`src/rtl/axil_msi_pkg.sv`:
```
// Shared types for the AXI4-Lite MSI writer.
// AXIL_MSI_TIMEOUT_EN adds the FLUSH state used after a B-response timeout.
package axil_msi_pkg;

`ifdef AXIL_MSI_TIMEOUT_EN
    typedef enum logic [1:0] {
        ST_IDLE  = 2'd0,
        ST_SEND  = 2'd1,
        ST_RESP  = 2'd2,
        ST_FLUSH = 2'd3
    } state_e;
`else
    typedef enum logic [1:0] {
        ST_IDLE = 2'd0,
        ST_SEND = 2'd1,
        ST_RESP = 2'd2
    } state_e;
`endif

    localparam logic [1:0] AXI_RESP_OKAY = 2'b00;

endpackage

```
`src/rtl/axil_msi_rr_arb.sv`:
```
// Combinational round-robin picker: first set request after last_i, wrapping.
module axil_msi_rr_arb #(
    parameter int unsigned NR_REQ = 4,
    parameter int unsigned IDX_W  = 2
) (
    input  logic [NR_REQ-1:0] req_i,
    input  logic [IDX_W-1:0]  last_i,
    output logic [NR_REQ-1:0] gnt_o,
    output logic [IDX_W-1:0]  idx_o
);

    always_comb begin
        int unsigned pos;
        logic        found;
        gnt_o = '0;
        idx_o = '0;
        found = 1'b0;
        pos   = 0;
        for (int unsigned i = 1; i <= NR_REQ; i++) begin
            pos = (32'(last_i) + i) % NR_REQ;
            if (!found && req_i[IDX_W'(pos)]) begin
                found               = 1'b1;
                gnt_o[IDX_W'(pos)]  = 1'b1;
                idx_o               = IDX_W'(pos);
            end
        end
    end

endmodule

```
`src/rtl/axil_msi_writer.sv`:
```
// Shares one AXI4-Lite write port among NR_REQ MSI requesters, round-robin.
// Define AXIL_MSI_TIMEOUT_EN to add a B-response timeout with a FLUSH state.
module axil_msi_writer
    import axil_msi_pkg::*;
#(
    parameter int unsigned NR_REQ         = 4,
    parameter int unsigned ADDR_WIDTH     = 32,
    parameter int unsigned DATA_WIDTH     = 32,
    parameter int unsigned TIMEOUT_CYCLES = 1024
) (
    input  logic                         i_clk,
    input  logic                         ni_rst,
    input  logic [NR_REQ-1:0]            i_req_valid,
    input  logic [NR_REQ*ADDR_WIDTH-1:0] i_req_addr,
    input  logic [NR_REQ*DATA_WIDTH-1:0] i_req_data,
    output logic [NR_REQ-1:0]            o_req_ready,
    output logic [NR_REQ-1:0]            o_done_valid,
    output logic                         o_done_err,
    output logic                         o_busy,
    output logic [ADDR_WIDTH-1:0]        o_aw_addr,
    output logic                         o_aw_valid,
    input  logic                         i_aw_ready,
    output logic [DATA_WIDTH-1:0]        o_w_data,
    output logic [DATA_WIDTH/8-1:0]      o_w_strb,
    output logic                         o_w_valid,
    input  logic                         i_w_ready,
    input  logic [1:0]                   i_b_resp,
    input  logic                         i_b_valid,
    output logic                         o_b_ready,
    output logic                         o_ar_valid,
    output logic [ADDR_WIDTH-1:0]        o_ar_addr,
    output logic                         o_r_ready
);

    localparam int unsigned IDX_W = (NR_REQ > 1) ? $clog2(NR_REQ) : 1;

    state_e                  state_q;
    logic [IDX_W-1:0]        idx_q;
    logic [IDX_W-1:0]        last_q;
    logic [ADDR_WIDTH-1:0]   aw_addr_q;
    logic [DATA_WIDTH-1:0]   w_data_q;
    logic                    aw_valid_q;
    logic                    w_valid_q;
    logic                    b_ready_q;
    logic [NR_REQ-1:0]       done_valid_q;
    logic                    done_err_q;

    logic [NR_REQ-1:0]       arb_gnt;
    logic [IDX_W-1:0]        arb_idx;
    logic                    aw_fin;
    logic                    w_fin;
    logic [ADDR_WIDTH-1:0]   req_addr [NR_REQ];
    logic [DATA_WIDTH-1:0]   req_data [NR_REQ];

`ifdef AXIL_MSI_TIMEOUT_EN
    localparam int unsigned    CNT_W    = (TIMEOUT_CYCLES > 2) ? $clog2(TIMEOUT_CYCLES) : 1;
    localparam logic [CNT_W-1:0] CNT_LAST = CNT_W'(TIMEOUT_CYCLES - 1);
    logic [CNT_W-1:0]          cnt_q;
`else
    logic                      unused_timeout;
    assign unused_timeout = (TIMEOUT_CYCLES == 0);
`endif

    always_comb begin
        for (int k = 0; k < NR_REQ; k++) begin
            req_addr[k] = i_req_addr[k*ADDR_WIDTH +: ADDR_WIDTH];
            req_data[k] = i_req_data[k*DATA_WIDTH +: DATA_WIDTH];
        end
    end

    axil_msi_rr_arb #(
        .NR_REQ (NR_REQ),
        .IDX_W  (IDX_W)
    ) u_arb (
        .req_i  (i_req_valid),
        .last_i (last_q),
        .gnt_o  (arb_gnt),
        .idx_o  (arb_idx)
    );

    // Grant is only offered while idle; held low while reset is asserted.
    assign o_req_ready = (state_q == ST_IDLE && ni_rst) ? arb_gnt : '0;

    assign aw_fin = !aw_valid_q || i_aw_ready;
    assign w_fin  = !w_valid_q  || i_w_ready;

    always_ff @(posedge i_clk or negedge ni_rst) begin
        if (!ni_rst) begin
            state_q      <= ST_IDLE;
            idx_q        <= '0;
            last_q       <= IDX_W'(NR_REQ - 1);
            aw_addr_q    <= '0;
            w_data_q     <= '0;
            aw_valid_q   <= 1'b0;
            w_valid_q    <= 1'b0;
            b_ready_q    <= 1'b0;
            done_valid_q <= '0;
            done_err_q   <= 1'b0;
`ifdef AXIL_MSI_TIMEOUT_EN
            cnt_q        <= '0;
`endif
        end else begin
            done_valid_q <= '0;
            done_err_q   <= 1'b0;
            case (state_q)
                ST_IDLE: begin
                    if (|arb_gnt) begin
                        aw_addr_q  <= req_addr[arb_idx];
                        w_data_q   <= req_data[arb_idx];
                        idx_q      <= arb_idx;
                        last_q     <= arb_idx;
                        aw_valid_q <= 1'b1;
                        w_valid_q  <= 1'b1;
                        state_q    <= ST_SEND;
                    end
                end
                // AW and W complete independently; RESP once both are done.
                ST_SEND: begin
                    if (i_aw_ready) aw_valid_q <= 1'b0;
                    if (i_w_ready)  w_valid_q  <= 1'b0;
                    if (aw_fin && w_fin) begin
                        b_ready_q <= 1'b1;
                        state_q   <= ST_RESP;
`ifdef AXIL_MSI_TIMEOUT_EN
                        cnt_q     <= '0;
`endif
                    end
                end
                ST_RESP: begin
                    if (i_b_valid) begin
                        done_valid_q <= NR_REQ'(1) << idx_q;
                        done_err_q   <= (i_b_resp != AXI_RESP_OKAY);
                        b_ready_q    <= 1'b0;
                        state_q      <= ST_IDLE;
                    end
`ifdef AXIL_MSI_TIMEOUT_EN
                    else if (cnt_q == CNT_LAST) begin
                        done_valid_q <= NR_REQ'(1) << idx_q;
                        done_err_q   <= 1'b1;
                        state_q      <= ST_FLUSH;
                    end else begin
                        cnt_q <= cnt_q + CNT_W'(1);
                    end
`endif
                end
`ifdef AXIL_MSI_TIMEOUT_EN
                // Swallow the late B silently; the requester was already told.
                ST_FLUSH: begin
                    if (i_b_valid) begin
                        b_ready_q <= 1'b0;
                        state_q   <= ST_IDLE;
                    end
                end
`endif
                default: state_q <= ST_IDLE;
            endcase
        end
    end

    assign o_done_valid = done_valid_q;
    assign o_done_err   = done_err_q;
    assign o_busy       = (state_q != ST_IDLE);
    assign o_aw_addr    = aw_addr_q;
    assign o_aw_valid   = aw_valid_q;
    assign o_w_data     = w_data_q;
    assign o_w_strb     = '1;
    assign o_w_valid    = w_valid_q;
    assign o_b_ready    = b_ready_q;
    assign o_ar_valid   = 1'b0;
    assign o_ar_addr    = '0;
    assign o_r_ready    = 1'b0;

endmodule

```
`config.mk`:
```
export PLATFORM = sky130hd
export DESIGN_NAME = axil_msi_writer
export DESIGN_NICKNAME = d
export VERILOG_FILES = /design/src/rtl/axil_msi_pkg.sv /design/src/rtl/axil_msi_rr_arb.sv /design/src/rtl/axil_msi_writer.sv
export SDC_FILE = /design/constraint.sdc
export NUM_CORES = 1
export LEC_CHECK = 0
export CORE_AREA = 3 3 149 151
export DETAILED_ROUTE_END_ITERATION = 8
export DIE_AREA = 0 0 152 154
export HOLD_SLACK_MARGIN = 0.02
export PLACE_DENSITY = 0.66
export SLEW_MARGIN = 5
export SYNTH_ARGS = -nofsm -noshare
export SYNTH_HDL_FRONTEND = slang
export SYNTH_SLANG_ARGS = --single-unit
```
`constraint.sdc`:
```
create_clock -name i_clk -period 4 [get_ports i_clk]
set_clock_uncertainty 0.05 [all_clocks]
set_input_delay 1 -clock i_clk [delete_from_list [all_inputs] [get_ports i_clk]]
set_output_delay 1 -clock i_clk [all_outputs]
set_load 0.005 [all_outputs]
```
# Word level (Yosys, flattened, before mapping)

Index checks and enable logic that the tools add are counted.

Memories kept: 0
Register bits after elaboration: 78
Latch bits: 0
Bits in writable memories: 0
Output and inout bits: 115
Input bits: 267
ROM bits: 0
Word-level logic and storage cells: 112

Add/subtract/negate cells: 4
Muxes and demuxes: 50
Magnitude comparators: 9
Shifts and indexed selects: 1
Reduce and logical (&&, ||, !) cells: 27
Bitwise operators: 4
$mul: 0
Divide/modulo/power cells: 0
Eq/ne operators: 7

Operator list:

| cell                                                                          | count |
|---|---|
| 32-bit binary-select mux with 2-bit select                                    | 2 |
| 32-bit 2-to-1 mux                                                             | 4 |
| 4-bit 2-to-1 mux                                                              | 7 |
| 1-bit 2-to-1 mux                                                              | 18 |
| 2-bit 2-to-1 mux                                                              | 7 |
| 2-bit by 3-bit less-than comparator with 1-bit output (second input constant) | 4 |
| 4-bit bitwise OR                                                              | 3 |
| 3-bit AND reduction                                                           | 4 |
| 1-bit logical AND                                                             | 9 |
| 1-bit binary-select mux with 2-bit select                                     | 4 |
| 1-bit demux with 2-bit select                                                 | 4 |
| 2-bit by 1-bit >= comparator with 1-bit output (second input constant)        | 4 |
| 2-bit inequality test (second input constant)                                 | 4 |
| 2-bit nonzero test                                                            | 4 |
| 1-bit one-hot mux with 2 select lines                                         | 3 |
| 2-bit one-hot mux with 3 select lines                                         | 1 |
| 1-bit logical NOT                                                             | 5 |
| 2-bit by 1-bit adder with 2-bit output (second input constant)                | 2 |
| 2-bit adder (second input constant)                                           | 2 |
| 4-bit OR reduction                                                            | 1 |
| 1-bit by 2-bit << shifter with 4-bit output (first input constant)            | 1 |
| 3-bit >= comparator (second input constant)                                   | 1 |
| 2-bit NOT with 3-bit output                                                   | 1 |
| 2-bit by 1-bit == test with 1-bit output (second input constant)              | 1 |
| other kinds (5)                                                               | 6 |

# Longest topological paths before layout

Depth in word-level cells: 17
Depth in mapped cells: 14
Depth with buffers taken out: 9

# Cells and area by module

Synthesis repeated with hierarchy kept, for this count alone.

Cells, all modules: 362
Area, all modules: 5265.0 um^2

By module, submodules not included:

| module          | area an instance (um^2) | instances | seq. area each (um^2) | cells an instance |
|---|---|---|---|---|
| axil_msi_writer | 4774.6                  | 1         | 1954.4                | 303 |
| axil_msi_rr_arb | 490.5                   | 1         | 0.0                   | 59 |

# Worst setup path after synthesis

No wires, ideal clock.

Kind: register -> output
Start: register last_q[0]
End: output port o_req_ready[2]
Cell stages (with the launch flop): 11
Data arrival time: 2560 ps
Buffers on the path: 3
Data required time: 2950 ps
Setup slack: 390 ps
Path through: dfstp_2 buf_2 buf_2 inv_1 ha_1 buf_1 mux4_2 nand2_1 o21ai_0 a221o_1 nor2b_1

Longest elaborated chain between the ends: 14
Elaborated cells on any way between the ends: 49
Those cells by class: add/sub (4); order compare (8); mux (24); bitwise (3); reduce/logical (10)

RTL lines:

| what                                                                                                           | line                   | RTL |
|---|---|---|
| start, declared                                                                                                | axil_msi_writer.sv:39  | `logic [IDX_W-1:0] last_q;` |
| start signal, assigned                                                                                         | axil_msi_writer.sv:91  | `last_q <= IDX_W'(NR_REQ - 1);` |
| start signal, assigned                                                                                         | axil_msi_writer.sv:111 | `last_q <= arb_idx;` |
| parallel branches: the longest is 12 deep, another holds 2-bit by 3-bit less-than comparator with 1-bit output | -                      |  |
| 4-bit 2-to-1 mux (*)                                                                                           | axil_msi_rr_arb.sv:21  | `if (!found && req_i[IDX_W'(pos)]) begin` |
| 4-bit 2-to-1 mux (*)                                                                                           | axil_msi_writer.sv:82  | `assign o_req_ready = (state_q == ST_IDLE && ni_rst) ? arb_gnt : '0;` |
| end, declared                                                                                                  | axil_msi_writer.sv:16  | `output logic [NR_REQ-1:0] o_req_ready,` |

Mark *: on every way between the ends. The select of a mux whose other input is x is not followed.

# Final worst setup path

Start: input port i_req_valid[2]
End: output port o_req_ready[1]

Longest elaborated chain between the ends: 13
Elaborated cells on any way between the ends: 25
Those cells by class: mux (16); bitwise (3); reduce/logical (6)

RTL lines:

| what                                      | line                  | RTL |
|---|---|---|
| start, declared                           | axil_msi_writer.sv:13 | `input logic [NR_REQ-1:0] i_req_valid,` |
| 1-bit binary-select mux with 2-bit select | axil_msi_rr_arb.sv:21 |  |
| 1-bit 2-to-1 mux (implied by the code)    | axil_msi_rr_arb.sv:21 |  |
| 1-bit 2-to-1 mux                          | axil_msi_rr_arb.sv:21 |  |
| 1-bit logical NOT                         | axil_msi_rr_arb.sv:21 |  |
| 1-bit logical AND                         | axil_msi_rr_arb.sv:21 |  |
| 1-bit 2-to-1 mux                          | axil_msi_rr_arb.sv:21 |  |
| 1-bit logical NOT                         | axil_msi_rr_arb.sv:21 |  |
| 1-bit logical AND                         | axil_msi_rr_arb.sv:21 |  |
| 1-bit 2-to-1 mux                          | axil_msi_rr_arb.sv:21 |  |
| 1-bit logical NOT                         | axil_msi_rr_arb.sv:21 |  |
| 1-bit logical AND                         | axil_msi_rr_arb.sv:21 |  |
| 4-bit 2-to-1 mux (*)                      | axil_msi_rr_arb.sv:21 |  |
| 4-bit 2-to-1 mux (*)                      | axil_msi_writer.sv:82 |  |

Every way passes the cells marked *; elsewhere a longest branch is shown, timed or not. The select of a mux whose other input is x is not followed.

==> out/results.ini <==
[cts]
clk_latency_ps=330
clock-root-buffer=clkbuf_16
cts_buffers=9
htree_levels=3
clock_path_buffers=2
hold_buffers=0
clkSinkCount=78
path_clk_slew_ps=60
cts_tree=built

[hold_path]
min-delay-start=idx_q[0]$_DFFE_PN0P_
hold_end=o_done_valid[0]$_DFF_PN0_
hold_class=flip-flop to flip-flop
hold_depth=1

[routing]
firstDrtPassIters=4
wire_per_inst_um=15.6
drcViolationCount=0
wl_mm=19.2
drtIter0Drc=114
viasPerCell=4.42
vias=5434
postRouteAntennaNets=0

[timing]
fin_crit_sh_pct=97.4
slew-limit-headroom_pct=57.1
fmax_mhz=257
rsz0062_at_grt=false
tightestPinTransition_ps=643
min_period_ps=3900
setup_slack_ps=103
report.final.slew_viol_count=0
final-setup-viol-count=0
finalHoldViolations=0

[yosys]
ys.flop_type=dfrtp_1
synth_xor_area_share_pct=0
synthAdderAreaFrac_pct=1.74
ys_types=40
avgSynthCellArea_um2=9.80
synth_top_family_by_area=multiplexers
synth_edf_count=0
syn_inst=588
yosysWarnings=0
synth-async-reset-ratio_pct=100
netlist_area_mm2=0.00576
seq_area_frac_synth_pct=33.9
synth_seq_cells=78
synth_compound_area_share_pct=10.1
synthMuxAreaShare_pct=36.4
synthSimpleGateAreaFrac_pct=8.73

[final_layout]
layout_commonest_cell=clkdlybuf4s50_1
syn2layout_area_growth_pct=74.1
diodes=0
stdcell_area_mm2=0.0100
fin_nets=1226
drive_above_1_share_pct=15.4
most-common-layout-cells=clkdlybuf4s50_1 (334), mux2i_1 (132), nand2_1 (85)
utilization_pct=47.9

[pwr]
p_sw_mw=3.08
seq_power_share_pct=17.9
p_int_mw=4.94
power.density_mw_per_mm2=799
p_comb_share_pct=70.3
power_frac_clock_pct=11.8
swShare_pct=38.4
p_leak_nw=4.55
irDropWorstVdd_uv=470

[die]
die_area_mm2=0.0234
row_count=53
io_pins=382
fp.coreArea_mm2=0.0210
start_util_pct=27.5
dieHeight_um=154
die_w_um=152

[critical_path]
reg2reg_depth=12
crit_arrival_ps=2850
critPathMaxStageDelay_ps=480
start_kind=input pin
worst-path-buf-inv=4
critical_path.max_fanout=10
critPathTopFamily=buffers and inverters
regToRegSetupSlack_ps=580
cp_cell_sequence=dlygate4sd2_1, buf_6, mux4_2, buf_6, nand2_1, o21ai_0, a221o_1, nor2b_1, dlygate4sd2_1
critical_path_required_ps=2950
crit_type=input pin to output port
r2r_end=o_w_data[0]$_DFFE_PN0P_
crit_slowest_cell=mux4_2
crit_start=i_req_valid[2]
worstSetupEndpointType=output port
regToRegStartpoint=last_q[0]$_DFFE_PN1P_

[global_routing]
grt.overflow.total=0
grt_max_degree=67
track_usage_pct=15.9
first_global_vias=5576
antenna_found_initial=0
grt_first_pass_wirelength_mm=30.2

[place]
port_buffers=343
dp_worst_setup_slack_ps=-367
dpl.hpwl_mm=15.5
dpl_cell_area_mm2=0.00962
routabilityCongestion=0.837

[outcome]
run_status=finished clean

[job]
max_cap_violations=0

-- final cells by class --
type                       instances  area, um2
clock inverter                     4       95.1
sequential                        78       1960
fill                            2043      10900
tap                              275        344
timing repair buffer             397       3910
multi-input combinational        457       3460
inverter                           8       30.0
clock buffer                      11        243
-- synth_stat cells (all sizes together), types with 4 or more instances --
| cell | instances | area (um2) |
|---|---|---|
| nand2 | 87 | 327 |
| nor2b | 5 | 31.3 |
| o21ai | 73 | 365 |
| mux2i | 132 | 1320 |
| dfrtp | 76 | 1900 |
| buf | 60 | 409 |
| nor2 | 6 | 22.5 |
| a221o | 4 | 40.0 |
| clkbuf | 21 | 78.8 |
| nor4 | 4 | 25.0 |
| mux2 | 65 | 732 |
| inv | 8 | 30.0 |
| ha | 8 | 100 |
-- per-stage QoR --
stage	hold WS (ps)	TNS (ps)	power [mW]	std cells
6_report	410	0	8.02	1230
5_1_grt	437	0	8.71	1230
4_1_cts	402	0	8.15	1230
3_5_place_dp	390	-1430	7.11	1209
3_3_place_gp	394	-1290	7.07	1209
2_1_floorplan	376	0	4.96	624
-- kinds of logic (layout without fill, tap and decap cells) --
family | after synthesis | in the layout
AO/OA/AOI/OAI | 96 | 96
adder cells (fa/ha/maj) | 8 | 8
buffers and inverters | 89 | 420
flip-flops | 78 | 78
multiplexers | 199 | 199
other | 2 | 38
AND/OR/NAND/NOR | 116 | 116
-- worst max-delay path by stage --
stage,end,slack [ps],depth (start not counted)
final,o_req_ready[1],100,9
after global routing,o_req_ready[1],3,8
after CTS,o_req_ready[1],40,8
after detailed placement,o_req_ready[3],-370,7
after global placement,o_req_ready[2],-320,7
after floorplan,o_req_ready[2],390,10
-- layer usage --
layer / share of wire (%) / global-route usage (%) / routed length (um)
met2: 52 / 28.4 / 9890
met3: 5.9 / 3.60 / 1130
met5: 0 / 0 / 0
met4: 1.4 / 4.32 / 273
met1: 41 / 19.3 / 7880
-- flip-flops by register name, indices dropped and copies added (netlist names) --
name	cells
o_done_err	1
o_aw_valid	1
last_q	2
o_aw_addr	32
idx_q	2
o_b_ready	1
o_done_valid	4
o_w_valid	1
o_w_data	32
state_q	2
-- power by group through the flow --
stage	logic, mW	registers, mW	clock network [mW]
detailed placement	5.66	1.45	0
floorplan	3.51	1.45	0
global route	6.20	1.50	1.01
CTS	5.73	1.44	0.978
global placement	5.64	1.43	0
finish	5.63	1.44	0.948
-- timing repair --
item                                    CTS  global route
endpoints found under the setup margin    4             4
gates resized for setup                  19             1
buffers inserted                          6             0
pin swaps                                 2             0
(Power assumes the default switching activity.)
